--- src/rtl/mult_sequencer.sv ---
// Multi-cycle MULT/MULTU sequencer: radix-2 shift-add over a shared external
// adder, with sign handling done on magnitudes and a final two's-complement fix.
module mult_sequencer #(
    parameter int unsigned WIDTH = 32
) (
    input  logic             clk,
    input  logic             rst,
    input  logic             start,
    input  logic             is_signed,
    input  logic [WIDTH-1:0] op_a,
    input  logic [WIDTH-1:0] op_b,
    output logic [WIDTH-1:0] add_a,
    output logic [WIDTH-1:0] add_b,
    input  logic [WIDTH-1:0] add_sum,
    output logic             busy,
    output logic             done,
    output logic [WIDTH-1:0] hi,
    output logic [WIDTH-1:0] lo
);

    localparam int unsigned CW = $clog2(WIDTH);
    localparam int unsigned PW = 2 * WIDTH;

    typedef enum logic [2:0] {IDLE, PREP, ITER, FIX, DONE} stateT;

    stateT            state, nextState;
    logic [CW-1:0]    counter;
    logic [WIDTH-1:0] opA, opB, mcand, accHi, accLo;
    logic             isSigned, neg;

    logic [WIDTH-1:0] absA, absB;
    logic [PW-1:0]    accFull, accFixed;
    logic             carry;

    // Magnitudes via internal negation; 0x80..0 maps to itself as an unsigned value
    assign absA     = (isSigned && opA[WIDTH-1]) ? (~opA + WIDTH'(1)) : opA;
    assign absB     = (isSigned && opB[WIDTH-1]) ? (~opB + WIDTH'(1)) : opB;
    assign accFull  = {accHi, accLo};
    assign accFixed = neg ? (~accFull + PW'(1)) : accFull;
    assign carry    = (add_sum < add_a);

    always_ff @(posedge clk or posedge rst) begin
        if (rst) state <= IDLE;
        else     state <= nextState;
    end

    always_comb begin
        nextState = state;
        case (state)
            IDLE:    if (start) nextState = PREP;
            PREP:    nextState = ITER;
            ITER:    if (counter == CW'(WIDTH - 1)) nextState = FIX;
            FIX:     nextState = DONE;
            DONE:    nextState = IDLE;
            default: nextState = IDLE;
        endcase
    end

    // Adder operands are driven only while iterating so the adder is free otherwise
    always_comb begin
        add_a = '0;
        add_b = '0;
        busy  = 1'b0;
        done  = 1'b0;
        case (state)
            IDLE: ;
            PREP: busy = 1'b1;
            ITER: begin
                busy  = 1'b1;
                add_a = accHi;
                add_b = accLo[0] ? mcand : '0;
            end
            FIX:  busy = 1'b1;
            DONE: begin
                busy = 1'b1;
                done = 1'b1;
            end
            default: ;
        endcase
    end

    always_ff @(posedge clk or posedge rst) begin
        if (rst) begin
            counter  <= '0;
            opA      <= '0;
            opB      <= '0;
            isSigned <= 1'b0;
            neg      <= 1'b0;
            mcand    <= '0;
            accHi    <= '0;
            accLo    <= '0;
            hi       <= '0;
            lo       <= '0;
        end else begin
            case (state)
                IDLE: begin
                    if (start) begin
                        opA      <= op_a;
                        opB      <= op_b;
                        isSigned <= is_signed;
                        neg      <= is_signed & (op_a[WIDTH-1] ^ op_b[WIDTH-1]);
                    end
                end
                PREP: begin
                    mcand   <= absA;
                    accHi   <= '0;
                    accLo   <= absB;
                    counter <= '0;
                end
                ITER: begin
                    // {carry, sum, accLo} >> 1
                    accHi   <= {carry, add_sum[WIDTH-1:1]};
                    accLo   <= {add_sum[0], accLo[WIDTH-1:1]};
                    counter <= counter + CW'(1);
                end
                FIX: begin
                    accHi <= accFixed[PW-1:WIDTH];
                    accLo <= accFixed[WIDTH-1:0];
                    hi    <= accFixed[PW-1:WIDTH];
                    lo    <= accFixed[WIDTH-1:0];
                end
                default: ;
            endcase
        end
    end

endmodule

--- config.mk ---
export PLATFORM = sky130hd
export DESIGN_NAME = mult_sequencer
export DESIGN_NICKNAME = d
export VERILOG_FILES = /design/src/rtl/mult_sequencer.sv
export SDC_FILE = /design/constraint.sdc
export NUM_CORES = 1
export LEC_CHECK = 0
export CAP_MARGIN = 20
export CORE_UTILIZATION = 29
export CTS_BUF_LIST = sky130_fd_sc_hd__clkbuf_4 sky130_fd_sc_hd__clkbuf_8
export DETAILED_ROUTE_END_ITERATION = 10
export PLACE_DENSITY_LB_ADDON = 0.08
export SETUP_SLACK_MARGIN = 0.15
export SYNTH_ARGS = -nofsm -noshare
export SYNTH_HDL_FRONTEND = slang
export SYNTH_SLANG_ARGS = --single-unit
--- constraint.sdc ---
create_clock -name clk -period 17.1 [get_ports clk]
set_input_delay 3.42 -clock clk [delete_from_list [all_inputs] [get_ports clk]]
set_output_delay 3.42 -clock clk [all_outputs]
set_load 0.03 [all_outputs]
Word level (Yosys, flattened, before mapping). Index checks and enable logic that the tools add are counted. W data, S select, Z words.

Logic and storage cells: 50. Bits of input ports: 100. Flip-flop bits (word level): 234.

Bitwise logic cells: 5. Equal/unequal tests: 7. Reductions and logical operators: 8. Muxes and demuxes: 14. Add/subtract/negate cells: 4. Magnitude comparators: 1.

Operators with widths (count): $pmux W32 S3 (2); $mux W32 (5); $add A32 B1 Y32 const B (2); $add A64 B1 Y64 const B (1); $mux W64 (1); $not A32 Y32 (2); $not A64 Y64 (1); $lt A32 B32 Y1 (1); $pmux W3 S4 (1); $pmux W5 S2 (1); $eq A3 B2 Y1 const B (2); $mux W3 (2); $add A5 B1 Y5 const B (1); $eq A5 B5 Y1 const B (1); $ne A2 B2 Y1 const B (2); $reduce_and A2 Y1 (2); $reduce_or A4 Y1 (1); $eq A3 B1 Y1 const B (1); $eq A3 B3 Y1 const B (1); $logic_not A3 Y1 (1); $reduce_bool A3 Y1 (1); $logic_and A1 B1 Y1 (2); $mux W1 (2); $reduce_bool A2 Y1 (1); 2 further kinds (2).

Logic depth before layout (Yosys ltp).
Word-level depth: 4. Depth in mapped cells: 13. Depth with buffers taken out: 9.

Least setup slack after synthesis. Ideal clock, no wire load.

Path type: register to output. From: register state[2]. To: output add_a[17]. Cell stages (with the launch flop): 8. Required time: 13.680 ns. Arrival time: 1.847 ns. Path buffers: 4. Path slack: 11.833 ns. Path through: dfrtp_1 clkbuf_1 nor3b_1 clkbuf_1 clkbuf_1 buf_1 nand2_1 inv_1.

Cells in the longest elaborated chain, start to end: 2.

RTL lines: start: declaration (RTL line 26) `stateT state, nextState;`; start signal: assignment (RTL line 44) `else state <= nextState;`; $eq A3 B2 Y1 (RTL line 65) `case (state)`; $mux W32 (RTL line 65); end: declaration (RTL line 12) `output logic [WIDTH-1:0] add_a,`.

No other way between the ends.

Worst setup path after layout.
From: register state[1]. To: output add_a[7].

The elaborated chain is that of the path after synthesis.

==> impl_results.md <==
* Worst-path clk slew at approximately 50 ps
* Fin area at 17,200 um^2
* Dpl cell area at 16,200 um^2
* Initial antenna violation count at 0
* CP Class: flop to output port
* Area leader, netlist: dfrtp_1
* Max_cap viols at 0
* Crit-path leading delay family: buffers and inverters
* Cell count after synthesis at 1,476
* Worst EP arrival at a little under 3000 ps
* Total GRT Usage at 0.192
* Met2 Usage GRT at 0.299
* Syn_area_per_cell at 9.11 um^2
* DR iter-0 viols at about 700
* M1 GR Usage at 0.268
* Met3 Use GR at 0.0386
* Post-DRT Antenna Nets at 0
* RSZ-0062 raised after global routing: false
* I/O Pins at 230
* Total global routing overflow at 0
* Worst slack at placement at around 11,000 ps
* Die area at about 47,000 um^2
* Finished Layout Cells at roughly 2,300
* Detailed placement HPWL at approximately 32,000 um
* Setup_tns at 0 ps
* Critical path data required time at between 10,000 and 15,000 ps
* Core area at 45,600 um^2
* Status: completed
* Crit. End Element: output port
* TritonCTS Sinks at between 200 and 250
* Root Buffer: clkbuf_8
* Static leakage at just over 7 nW
* Number of global-route vias before repair at 11,600
* Reg2reg start: accLo[0]
* Maximum number of pins on one net before global-route repair at ~100
* Post-synth top area share at 0.436
* Iteration count of the initial detailed-routing pass at 5
* Resize count post-CTS at 0
* PwrDens at approximately 200 nW/um^2
* Main synth FF type: dfrtp_1
* Most frequent cell after synthesis: dfrtp_1
* Layout area overhead at 27.8%
* Row Count at 78
* N_diodes at 0
* Max clock buf depth at 3
* Critical Path Most Common Cell: buf_4
* Clock network latency to the later pin of the worst-skew pair at ~630 ps
* Fin worst setup slack at 10,760 ps
* DR DRC count at 0
* First-pass GRT wire length at around 70,000 um
* Count of flip-flops with a built-in enable after synthesis at 0
* RePlAce Congestion at between 0.7 and 0.8
* Top post-synthesis cells by count: dfrtp_1 (234), nand2_1 (183), o21ai_0 (154)
* Wire per inst at 19.8 um
* Cts bufs inserted at 46
* Crit-path max FO at between 40 and 50
* Slowest cell on crit path: clkdlybuf4s50_1
* Sw Pwr at approximately 1.6 mW
* DP Cell Count at 2,211
* HP Class: flop to flop
* Die height at ~220 um
* Clock group share of total power at 0.173
* Largest stage delay, worst path at about 670 ps
* Sequential area share after synthesis at 0.436
* Worst vdd ir at approximately 0.000061 V
* Htree depth at 2
* Worst setup startpoint: state[1]
* Starting Density at 0.295
* Die X at approximately 220 um
* Hold buffer count at CTS at 0
* Portion of total power attributed to sequential cells at 0.321
* Yosys reg bits at 234
* Share of post-route cells with drive strength above 1 at 0.101
* Vias per cell at 5.11
* Final min period at ~6300 ps
* Final hold viol count at 0
* Switching share of power at 0.463
* Startpoint types: flop
* Worst hold path startpoint: mcand[4]
* Clk_skew at ~27 ps
* Synth async-reset ratio at 1.00
* CP cell instances: buf_4 > nor3b_2 > buf_4 > nand2_1 > inv_1 > clkdlybuf4s50_1
* GRT Max-Usage Layer: met2
* CTS tree: yes
* Tightest Pin Transition at 1040 ps
* Slew Limit Fails at 0
* Port bufs at roughly 230
* Synthesized Nets at 1,612
* Post-layout nets at around 1,800
* Pint at 1.89 mW
* Post-Route WL at around 45,000 um
* # setup viols final at 0
* Final period utilization at 0.371
* Slew Limit Headroom at 0.297
* Total number of vias at roughly 12,000
* Synth cell types at 65
* Setup Buffers After CTS at 0
* YS warnings at 0
* Synth Cell Area at about 13,000 um^2
* Combinational Power Share at 0.506
* # fillers at between 4,000 and 5,000
* Synth area leaders: dfrtp_1 (44%), o21ai_0 (5.7%), nand2_1 (5.1%), mux2_2 (4.9%), xor2_1 (4.4%)
* Worst path bufs/invs at 4
* Peak Freq at about 160 MHz
[worst register-to-register path: cells and delay by family (launching register included)]
kind / cells / cell delay (ps)
xor gates and xnor gates: 1 / 510
buffers and inverters: 1 / 330
DFF: 1 / 720
AOI/OAI and AO/OA: 2 / 530
and+or+nand+nor: 3 / 1840
[cell usage in the layout, fill, tap and decap left out, drive strengths merged, types with 9 or more instances in the layout]
cell	Yosys	final
and3	41	41
a31oi	11	11
a21oi	69	69
nand3	24	24
nor2	75	75
or3	23	23
xor2	67	67
mux2	58	58
nand2	183	183
ha	36	36
o21ai	155	155
o41ai	21	21
o31ai	25	25
or4	18	18
a22oi	27	27
xnor2	48	48
clkdlybuf4s50	0	229
o21a	9	9
inv	59	60
dfrtp	234	234
nor4	10	10
clkbuf	93	70
buf	19	18
nor3	28	28
nand2b	10	10
o22ai	16	16
[power groups by stage]
stage | Combinational [mW] | Sequential (mW) | Clock [mW]
floorplan | 1.13 | 1.13 | 0
global placement | 1.78 | 1.13 | 0
detailed placement | 1.79 | 1.14 | 0
CTS | 1.80 | 1.13 | 0.630
global route | 1.96 | 1.17 | 0.652
finish | 1.78 | 1.13 | 0.607
[per-stage QoR]
stage          hold slack (ps)  utilization  total power, mW
5_1_grt                    492        0.377             3.78
2_1_floorplan              431            -             2.26
4_1_cts                    475        0.377             3.56
3_5_place_dp               463        0.356             2.93
3_3_place_gp               455        0.356             2.91
6_report                   467        0.377             3.51
[flip-flops by register name (all words and copies together) (netlist names)]
register  count
hi           32
counter       5
lo           32
accHi        32
opB          32
isSigned      1
opA          32
mcand        32
neg           1
accLo        32
state         3
[routing by layer]
metal	vias to the layer above	share of wire	routed length [um]
li1	5676	-	-
met1	5676	0.47	21400
met2	295	0.46	20700
met3	54	0.051	2310
met4	0	0.021	947
met5	-	0	0
[path summary, 6_finish.rpt]
check,end,slack [ps],cells past startpoint
worst max-delay path,add_a[7],10760,6
worst min-delay path,mcand[4],470,2
worst max register to register,accHi[31],13030,7
worst min register to register,mcand[4],470,2
max in group asynchronous,hi[18],12270,3
min in group asynchronous,accHi[24],3330,2
[cell families after synthesis]
family / synth area share
and+or+nand+nor: 0.157
AOI/OAI and AO/OA: 0.198
DFF: 0.436
buffers and inverters: 0.0488
xor gates and xnor gates: 0.0749
muxes: 0.0530
adders and majority gates: 0.0335
[cell type report]
| class | instances | area, um^2 | share of cell area |
|---|---|---|---|
| Inverter | 59 | 229 | 0.0133 |
| Clock inverter | 8 | 73.8 | 0.00430 |
| Sequential cell | 234 | 5860 | 0.341 |
| Multi-Input combinational cell | 1071 | 6950 | 0.405 |
| Tap cell | 600 | 751 | 0.0437 |
| Timing Repair Buffer | 247 | 2430 | 0.141 |
| Clock buffer | 70 | 895 | 0.0521 |
Power figures use the tool's default switching activity.
